$ cat src/rtl/prog_tick_divider_pkg.sv
// tick_div_pkg: shared constants and helpers for the programmable tick divider.
//   DEF_CLK_HZ / DEF_CNT_W / DEF_NUM_CH : default board clock, counter width, channel count
//   ch_w(n)    : width of a channel index able to also encode one out-of-range value
//   div_sat(x) : divisor saturation, 0 maps to 1
package tick_div_pkg;
    localparam int DEF_CLK_HZ = 12000000;
    localparam int DEF_CNT_W = 24;
    localparam int DEF_NUM_CH = 4;
    // One extra code point so an out-of-range channel request is representable
    // even when NUM_CH is a power of two.
    function automatic int ch_w(input int n);
        return (n < 2) ? 1 : $clog2(n + 1);
    endfunction
    localparam int DEF_CH_W = ch_w(DEF_NUM_CH);
    function automatic logic [31:0] div_sat(input logic [31:0] x);
        return (x == 32'd0) ? 32'd1 : x;
    endfunction
endpackage

$ cat src/rtl/prog_tick_divider_if.sv
// prog_tick_divider_if: control and output bundle of the tick divider.
//   ch_en, sync_clr, load_valid, load_ch, load_div : controller -> divider
//   load_err, tick, sq                             : divider -> controller
interface prog_tick_divider_if import tick_div_pkg::*; #(
    parameter int NUM_CH = DEF_NUM_CH,
    parameter int CNT_W = DEF_CNT_W
);
    localparam int CH_W = ch_w(NUM_CH);
    logic [NUM_CH-1:0] ch_en;
    logic sync_clr;
    logic load_valid;
    logic [CH_W-1:0] load_ch;
    logic [CNT_W-1:0] load_div;
    logic load_err;
    logic [NUM_CH-1:0] tick;
    logic [NUM_CH-1:0] sq;
    modport master (
        output ch_en, sync_clr, load_valid, load_ch, load_div,
        input load_err, tick, sq
    );
    modport slave (
        input ch_en, sync_clr, load_valid, load_ch, load_div,
        output load_err, tick, sq
    );
endinterface

$ cat src/rtl/prog_tick_divider_ch.sv
// prog_tick_div_ch: one divider channel with shadowed divisor reload at wrap.
//   clk, rst : clock, async active-high reset
//   en       : run enable; clr : sync clear of counter/tick/sq
//   wr       : divisor write strobe; wr_div : new divisor (0 treated as 1)
//   tick     : one-cycle strobe per period; sq : toggles on every tick
module prog_tick_div_ch import tick_div_pkg::*; #(
    parameter int CNT_W = DEF_CNT_W,
    parameter logic [CNT_W-1:0] DEF_DIV = CNT_W'(DEF_CLK_HZ / 2)
) (
    input  logic clk,
    input  logic rst,
    input  logic en,
    input  logic clr,
    input  logic wr,
    input  logic [CNT_W-1:0] wr_div,
    output logic tick,
    output logic sq
);
    logic [CNT_W-1:0] cnt, active_div, shadow_div, div_in;
    logic pending, wrap;
    assign div_in = CNT_W'(div_sat(32'(wr_div)));
    assign wrap = cnt == active_div - 1'b1;
    always_ff @(posedge clk or posedge rst) begin
        if (rst) begin
            cnt <= '0;
            active_div <= DEF_DIV;
            shadow_div <= DEF_DIV;
            pending <= 1'b0;
            tick <= 1'b0;
            sq <= 1'b0;
        end else begin
            if (wr) begin
                shadow_div <= div_in;
                pending <= 1'b1;
            end
            if (clr) begin
                cnt <= '0;
                tick <= 1'b0;
                sq <= 1'b0;
            end else if (!en) begin
                cnt <= '0;
                tick <= 1'b0;
                // a write on this edge lands in the shadow and is applied next edge
                if (pending && !wr) begin
                    active_div <= shadow_div;
                    pending <= 1'b0;
                end
            end else if (wrap) begin
                cnt <= '0;
                tick <= 1'b1;
                sq <= ~sq;
                // a write coinciding with the wrap bypasses the shadow
                if (wr || pending) begin
                    active_div <= wr ? div_in : shadow_div;
                    pending <= 1'b0;
                end
            end else begin
                cnt <= cnt + 1'b1;
                tick <= 1'b0;
            end
        end
    end
endmodule

$ cat src/rtl/prog_tick_divider.sv
// prog_tick_divider: multi-channel programmable clock-enable generator.
//   BOARD_CLK : system clock; BOARD_RST : async active-high reset
//   bus       : ch_en/sync_clr/load_* in, load_err/tick/sq out (slave modport)
module prog_tick_divider import tick_div_pkg::*; #(
    parameter int CLK_HZ = DEF_CLK_HZ,
    parameter int NUM_CH = DEF_NUM_CH,
    parameter int CNT_W = DEF_CNT_W,
    parameter int DEF_DIV = CLK_HZ / 2
) (
    input  logic BOARD_CLK,
    input  logic BOARD_RST,
    prog_tick_divider_if.slave bus
);
    localparam int CH_W = ch_w(NUM_CH);
    logic [NUM_CH-1:0] tick, sq;
    logic load_err;
    for (genvar i = 0; i < NUM_CH; i++) begin : g_ch
        prog_tick_div_ch #(
            .CNT_W(CNT_W),
            .DEF_DIV(CNT_W'(DEF_DIV))
        ) u_ch (
            .clk(BOARD_CLK),
            .rst(BOARD_RST),
            .en(bus.ch_en[i]),
            .clr(bus.sync_clr),
            .wr(bus.load_valid && bus.load_ch == CH_W'(i)),
            .wr_div(bus.load_div),
            .tick(tick[i]),
            .sq(sq[i])
        );
    end
    always_ff @(posedge BOARD_CLK or posedge BOARD_RST) begin
        if (BOARD_RST) load_err <= 1'b0;
        else load_err <= bus.load_valid && bus.load_ch >= CH_W'(NUM_CH);
    end
    assign bus.tick = tick;
    assign bus.sq = sq;
    assign bus.load_err = load_err;
endmodule
$ cat src/flat_wrapper.sv
// flat-port wrapper written by rule: the top's interface ports become plain ports
module prog_tick_divider_flat import tick_div_pkg::*;
#(
    parameter int CLK_HZ = DEF_CLK_HZ,
    parameter int NUM_CH = DEF_NUM_CH,
    parameter int CNT_W = DEF_CNT_W,
    parameter int DEF_DIV = CLK_HZ / 2
)
  (BOARD_CLK, BOARD_RST, bus_ch_en, bus_sync_clr, bus_load_valid, bus_load_ch, bus_load_div, bus_load_err, bus_tick, bus_sq);
  prog_tick_divider_if #(.NUM_CH(NUM_CH), .CNT_W(CNT_W)) bus_i ();
  input  logic BOARD_CLK;
  input  logic BOARD_RST;
  input wire logic [$bits(bus_i.ch_en)-1:0] bus_ch_en;
  input wire logic [$bits(bus_i.sync_clr)-1:0] bus_sync_clr;
  input wire logic [$bits(bus_i.load_valid)-1:0] bus_load_valid;
  input wire logic [$bits(bus_i.load_ch)-1:0] bus_load_ch;
  input wire logic [$bits(bus_i.load_div)-1:0] bus_load_div;
  output wire logic [$bits(bus_i.load_err)-1:0] bus_load_err;
  output wire logic [$bits(bus_i.tick)-1:0] bus_tick;
  output wire logic [$bits(bus_i.sq)-1:0] bus_sq;
  assign bus_i.ch_en = bus_ch_en;
  assign bus_i.sync_clr = bus_sync_clr;
  assign bus_i.load_valid = bus_load_valid;
  assign bus_i.load_ch = bus_load_ch;
  assign bus_i.load_div = bus_load_div;
  assign bus_load_err = bus_i.load_err;
  assign bus_tick = bus_i.tick;
  assign bus_sq = bus_i.sq;
  prog_tick_divider #(.CLK_HZ(CLK_HZ), .NUM_CH(NUM_CH), .CNT_W(CNT_W), .DEF_DIV(DEF_DIV)) u_core (.BOARD_CLK(BOARD_CLK), .BOARD_RST(BOARD_RST), .bus(bus_i));
endmodule
$ cat config.mk
export PLATFORM = sky130hd
export DESIGN_NAME = prog_tick_divider_flat
export DESIGN_NICKNAME = d
export VERILOG_FILES = /design/src/rtl/prog_tick_divider_pkg.sv /design/src/rtl/prog_tick_divider_if.sv /design/src/rtl/prog_tick_divider_ch.sv /design/src/rtl/prog_tick_divider.sv /design/src/flat_wrapper.sv
export SDC_FILE = /design/constraint.sdc
export NUM_CORES = 1
export LEC_CHECK = 0
export BUFFER_PORTS_ARGS = -buffer_cell sky130_fd_sc_hd__buf_2
export CAP_MARGIN = 20
export CORE_UTILIZATION = 46
export CTS_BUF_LIST = sky130_fd_sc_hd__clkbuf_2
export CTS_CLUSTER_SIZE = 12
export DETAILED_ROUTE_END_ITERATION = 7
export GPL_TIMING_DRIVEN = 0
export REMOVE_ABC_BUFFERS = 1
export SYNTH_ARGS = -nofsm -noshare
export SYNTH_HDL_FRONTEND = slang
export SYNTH_SLANG_ARGS = --single-unit
$ cat constraint.sdc
create_clock -name BOARD_CLK -period 25.4 [get_ports BOARD_CLK]
set_input_delay 1.27 -clock BOARD_CLK [delete_from_list [all_inputs] [get_ports BOARD_CLK]]
set_output_delay 1.27 -clock BOARD_CLK [all_outputs]
set_load 0.02 [all_outputs]
==> summary.txt <==
Run status
  • Run status: finished clean

Global routing
  • Gr usage total: 23.1%
  • First-pass GRT wire length: 71.7 mm
  • Largest net degree at the start of global routing: 104
  • Initial antenna violation count: 2
  • Grt ovf: 0
  • Vias in the first global route: 13600

Floorplan
  • Initial Utilization: 46.8%
  • Die area: 39200 um^2
  • # rows: 71
  • Die X: 198 um
  • Die height: 198 um
  • I/O pin count: 44
  • Core area: 37800 um^2

Worst setup path
  • Reg2reg setup slack: 20940 ps
  • Reg2reg end: u_core.g_ch[1].u_ch.cnt[3]
  • Crit path required time: 26200 ps
  • Crit path cell chain: inv_1 > ha_1 > nor3b_1 > nand3_1 > o21ai_0 > a21boi_0 > nand4_1 > or4b_1 > o211ai_2 > buf_8 > nor2_1
  • Reg2Reg Launch Point: u_core.g_ch[1].u_ch.active_div[0]
  • Worst Path Max Fanout: 18
  • Worst setup EP type: flip-flop
  • Worst EP arrival: 5260 ps
  • Kind of launch point of the worst setup path: flip-flop
  • Register-to-Register Path Depth: 11
  • Worst setup path class: flip-flop to flip-flop
  • Worst path slowest cell: or4b_1
  • Critical Path Max Stage Delay: 920 ps

CTS
  • TritonCTS buffer count: 84
  • Post-CTS Setup Inserts: 0
  • CTS Sinks: 301
  • Clock-pin slew on the worst setup and hold paths: 100 ps
  • H-tree Lvls: 3
  • Cts repair resizes: 0
  • Worst-Skew Late Latency: 970 ps
  • CTS tree: done
  • CTS max path bufs: 3
  • Root buf cell: clkbuf_2
  • Post-CTS Hold Buffers: 0

Timing
  • Final setup viols: 0
  • F_max: 0.224 GHz
  • Final worst-path cycle share: 17.6%
  • Minimum clock period: 4460 ps
  • Setup TNS: 0 ps
  • Unrepaired setup endpoints after global routing: false
  • Clk_skew: 75.2 ps
  • Fin. max-slew vios: 0
  • Final WS setup: 20940 ps
  • Slew at the pin closest to its max-slew limit: 1020 ps
  • Final hold viol count: 0
  • Max_slew headroom: 31.2%
  • Hold WS: 250 ps

Logic synthesis
  • Ys async rst share: 100%
  • Synth Flop Type: dfrtp_1
  • Cell variety after synth: 86
  • Synthesized instance count: 1821
  • Synth Warn #: 0
  • Number of flops mapped to enable cells by yosys: 0
  • Post-synthesis sequential area ratio: 43.2%
  • Mapped cell area: 17700 um^2
  • Synth Register Bits: 301
  • Syn Area/Cell: 9.70 um^2

Final layout
  • Share of cells above drive strength 1: 20.3%
  • # nets final: 1910
  • Non-filler cells in the finished layout: 2448
  • Synthesis-to-finish area growth: 8.98%
  • Finished Core Util: 51.0%
  • Design Area, Final: 19200 um^2

Placed design
  • Final GP Congestion: 0.853
  • Worst slack, placed: 20680 ps
  • Buffers added on ports: 43
  • Area after DPL: 18400 um^2
  • Dpl cells: 2290
  • DP HPWL: 29.9 mm

Routing
  • Detailed-route DRC error count: 0
  • Drt first-iter violations: 747
  • TritonRoute pass-1 iters: 5
  • Final WL: 44.1 mm
  • Via count: 13800
  • Routed Antenna Nets: 0
  • Vias per cell: 5.64
  • Routed len/inst: 18.0 um

Power and ir drop
  • Leak: 8.59 nW
  • Total Power: 1.60 mW
  • Max IR drop VDD: 0.0000484 V
  • Pwr/cell area: 83.1 nW/um^2

Worst hold path
  • Path type of the worst min-delay path: primary input to async pin

Flow run
  • MaxCap Viol Count: 0
logic make-up (layout without fill, tap and decap cells):
logic type / count (synthesis) / after routing / share of synthesized area (%)
adder cells (fa/ha/maj): 8 / 8 / 0.567
XOR/XNOR: 200 / 200 / 9.92
AO/OA/AOI/OAI: 223 / 223 / 9.39
flip-flops: 301 / 301 / 43.2
buffers and inverters: 220 / 335 / 5.15
AND/OR/NAND/NOR: 671 / 671 / 20.0
multiplexers: 198 / 198 / 11.8
other: 0 / 1 / 0
cells in the mapped netlist, drive strengths merged (13+ instances only):
| master | n | area, um^2 |
|---|---|---|
| xnor2 | 109 | 955 |
| nand3 | 71 | 355 |
| or4 | 13 | 105 |
| o22ai | 26 | 163 |
| nor2b | 13 | 81.3 |
| buf | 36 | 219 |
| nand2 | 94 | 353 |
| or3 | 17 | 106 |
| clkbuf | 64 | 240 |
| nor4 | 40 | 314 |
| and3 | 44 | 275 |
| nor3 | 76 | 390 |
| a221oi | 25 | 219 |
| nand2b | 17 | 106 |
| nor2 | 192 | 728 |
| a21oi | 44 | 224 |
| xor2 | 91 | 797 |
| o21ai | 24 | 120 |
| nor3b | 15 | 113 |
| mux2i | 123 | 1230 |
| inv | 119 | 447 |
| dfstp | 80 | 2100 |
| mux2 | 75 | 845 |
| o211a | 14 | 140 |
| dfrtp | 221 | 5530 |
| nand4 | 33 | 225 |
registers in the layout, indices dropped and copies added (netlist names):
| name | cells |
|---|---|
| u_core.g_ch.u_ch.cnt | 96 |
| u_core.g_ch.u_ch.sq | 4 |
| u_core.g_ch.u_ch.tick | 4 |
| u_core.bus.load_err | 1 |
| u_core.g_ch.u_ch.shadow_div | 96 |
| u_core.g_ch.u_ch.pending | 4 |
| u_core.g_ch.u_ch.active_div | 96 |
cell usage in the layout, fill, tap and decap left out, types with 7 or more instances in the layout:
cell type	instances
clkinv_1	14
nand4_1	30
nand2_1	94
nor4b_1	7
and3_1	44
a21o_1	12
mux2i_1	123
nor4_1	34
a211oi_1	9
nor2_1	189
dfrtp_1	221
inv_1	117
xnor2_1	109
nor3b_1	14
o21ai_0	22
nor2b_1	13
nand2b_1	17
buf_2	44
a221oi_1	25
or4_1	11
or3_1	17
nor3_1	73
o22ai_1	26
dfstp_2	80
clkbuf_2	133
a31oi_1	10
mux2_2	71
ha_1	8
xor2_1	91
nand3_1	70
or2_2	7
o211a_1	14
and2_1	9
a21oi_1	42
critical path: cells and delay by family (launching register included):
| kind | cells | cell delay, ps |
|---|---|---|
| flip-flops | 1 | 460 |
| adder cells (fa/ha/maj) | 1 | 300 |
| AO/OA/AOI/OAI | 3 | 1130 |
| AND/OR/NAND/NOR | 5 | 2100 |
| buffers and inverters | 2 | 340 |
worst max-delay path by stage:
stage / start / end / slack, ps / depth (start not counted)
after global placement: BOARD_RST / u_core.g_ch[2].u_ch.cnt[2] / 12210 / 2
after detailed placement: bus_load_ch[2] / u_core.g_ch[1].u_ch.active_div[13] / 20680 / 9
after global routing: u_core.g_ch[1].u_ch.active_div[0] / u_core.g_ch[1].u_ch.cnt[9] / 20680 / 11
after floorplan: BOARD_RST / u_core.bus.load_err / 15940 / 1
after CTS: u_core.g_ch[1].u_ch.active_div[0] / u_core.g_ch[1].u_ch.cnt[8] / 20660 / 10
final: u_core.g_ch[1].u_ch.active_div[0] / u_core.g_ch[1].u_ch.cnt[3] / 20940 / 11
layout make-up:
cell class	instances	area [um^2]
Multi-Input combinational cell	1300	9160
Inverter	120	458
Clock inverter	22	166
Sequential cell	301	7630
Antenna cell	1	2.50
Clock buffer	133	666
Tap cell	511	639
Fill cell	3577	18500
Timing Repair Buffer	60	522
where the power goes:
part | switching [mW] | total [mW] | internal (mW)
Sequential | 0.121 | 0.726 | 0.605
Clock | 0.215 | 0.383 | 0.168
Combinational | 0.273 | 0.491 | 0.218
layer usage:
layer / global-route usage (%) / vias up / wire length (um)
met5: 0 / - / 0
met4: 7.44 / 0 / 965
met3: 4.75 / 78 / 2240
met2: 36.1 / 332 / 20200
met1: 32.0 / 6833 / 20600
li1: - / 6566 / -
(Power assumes the default switching activity.)
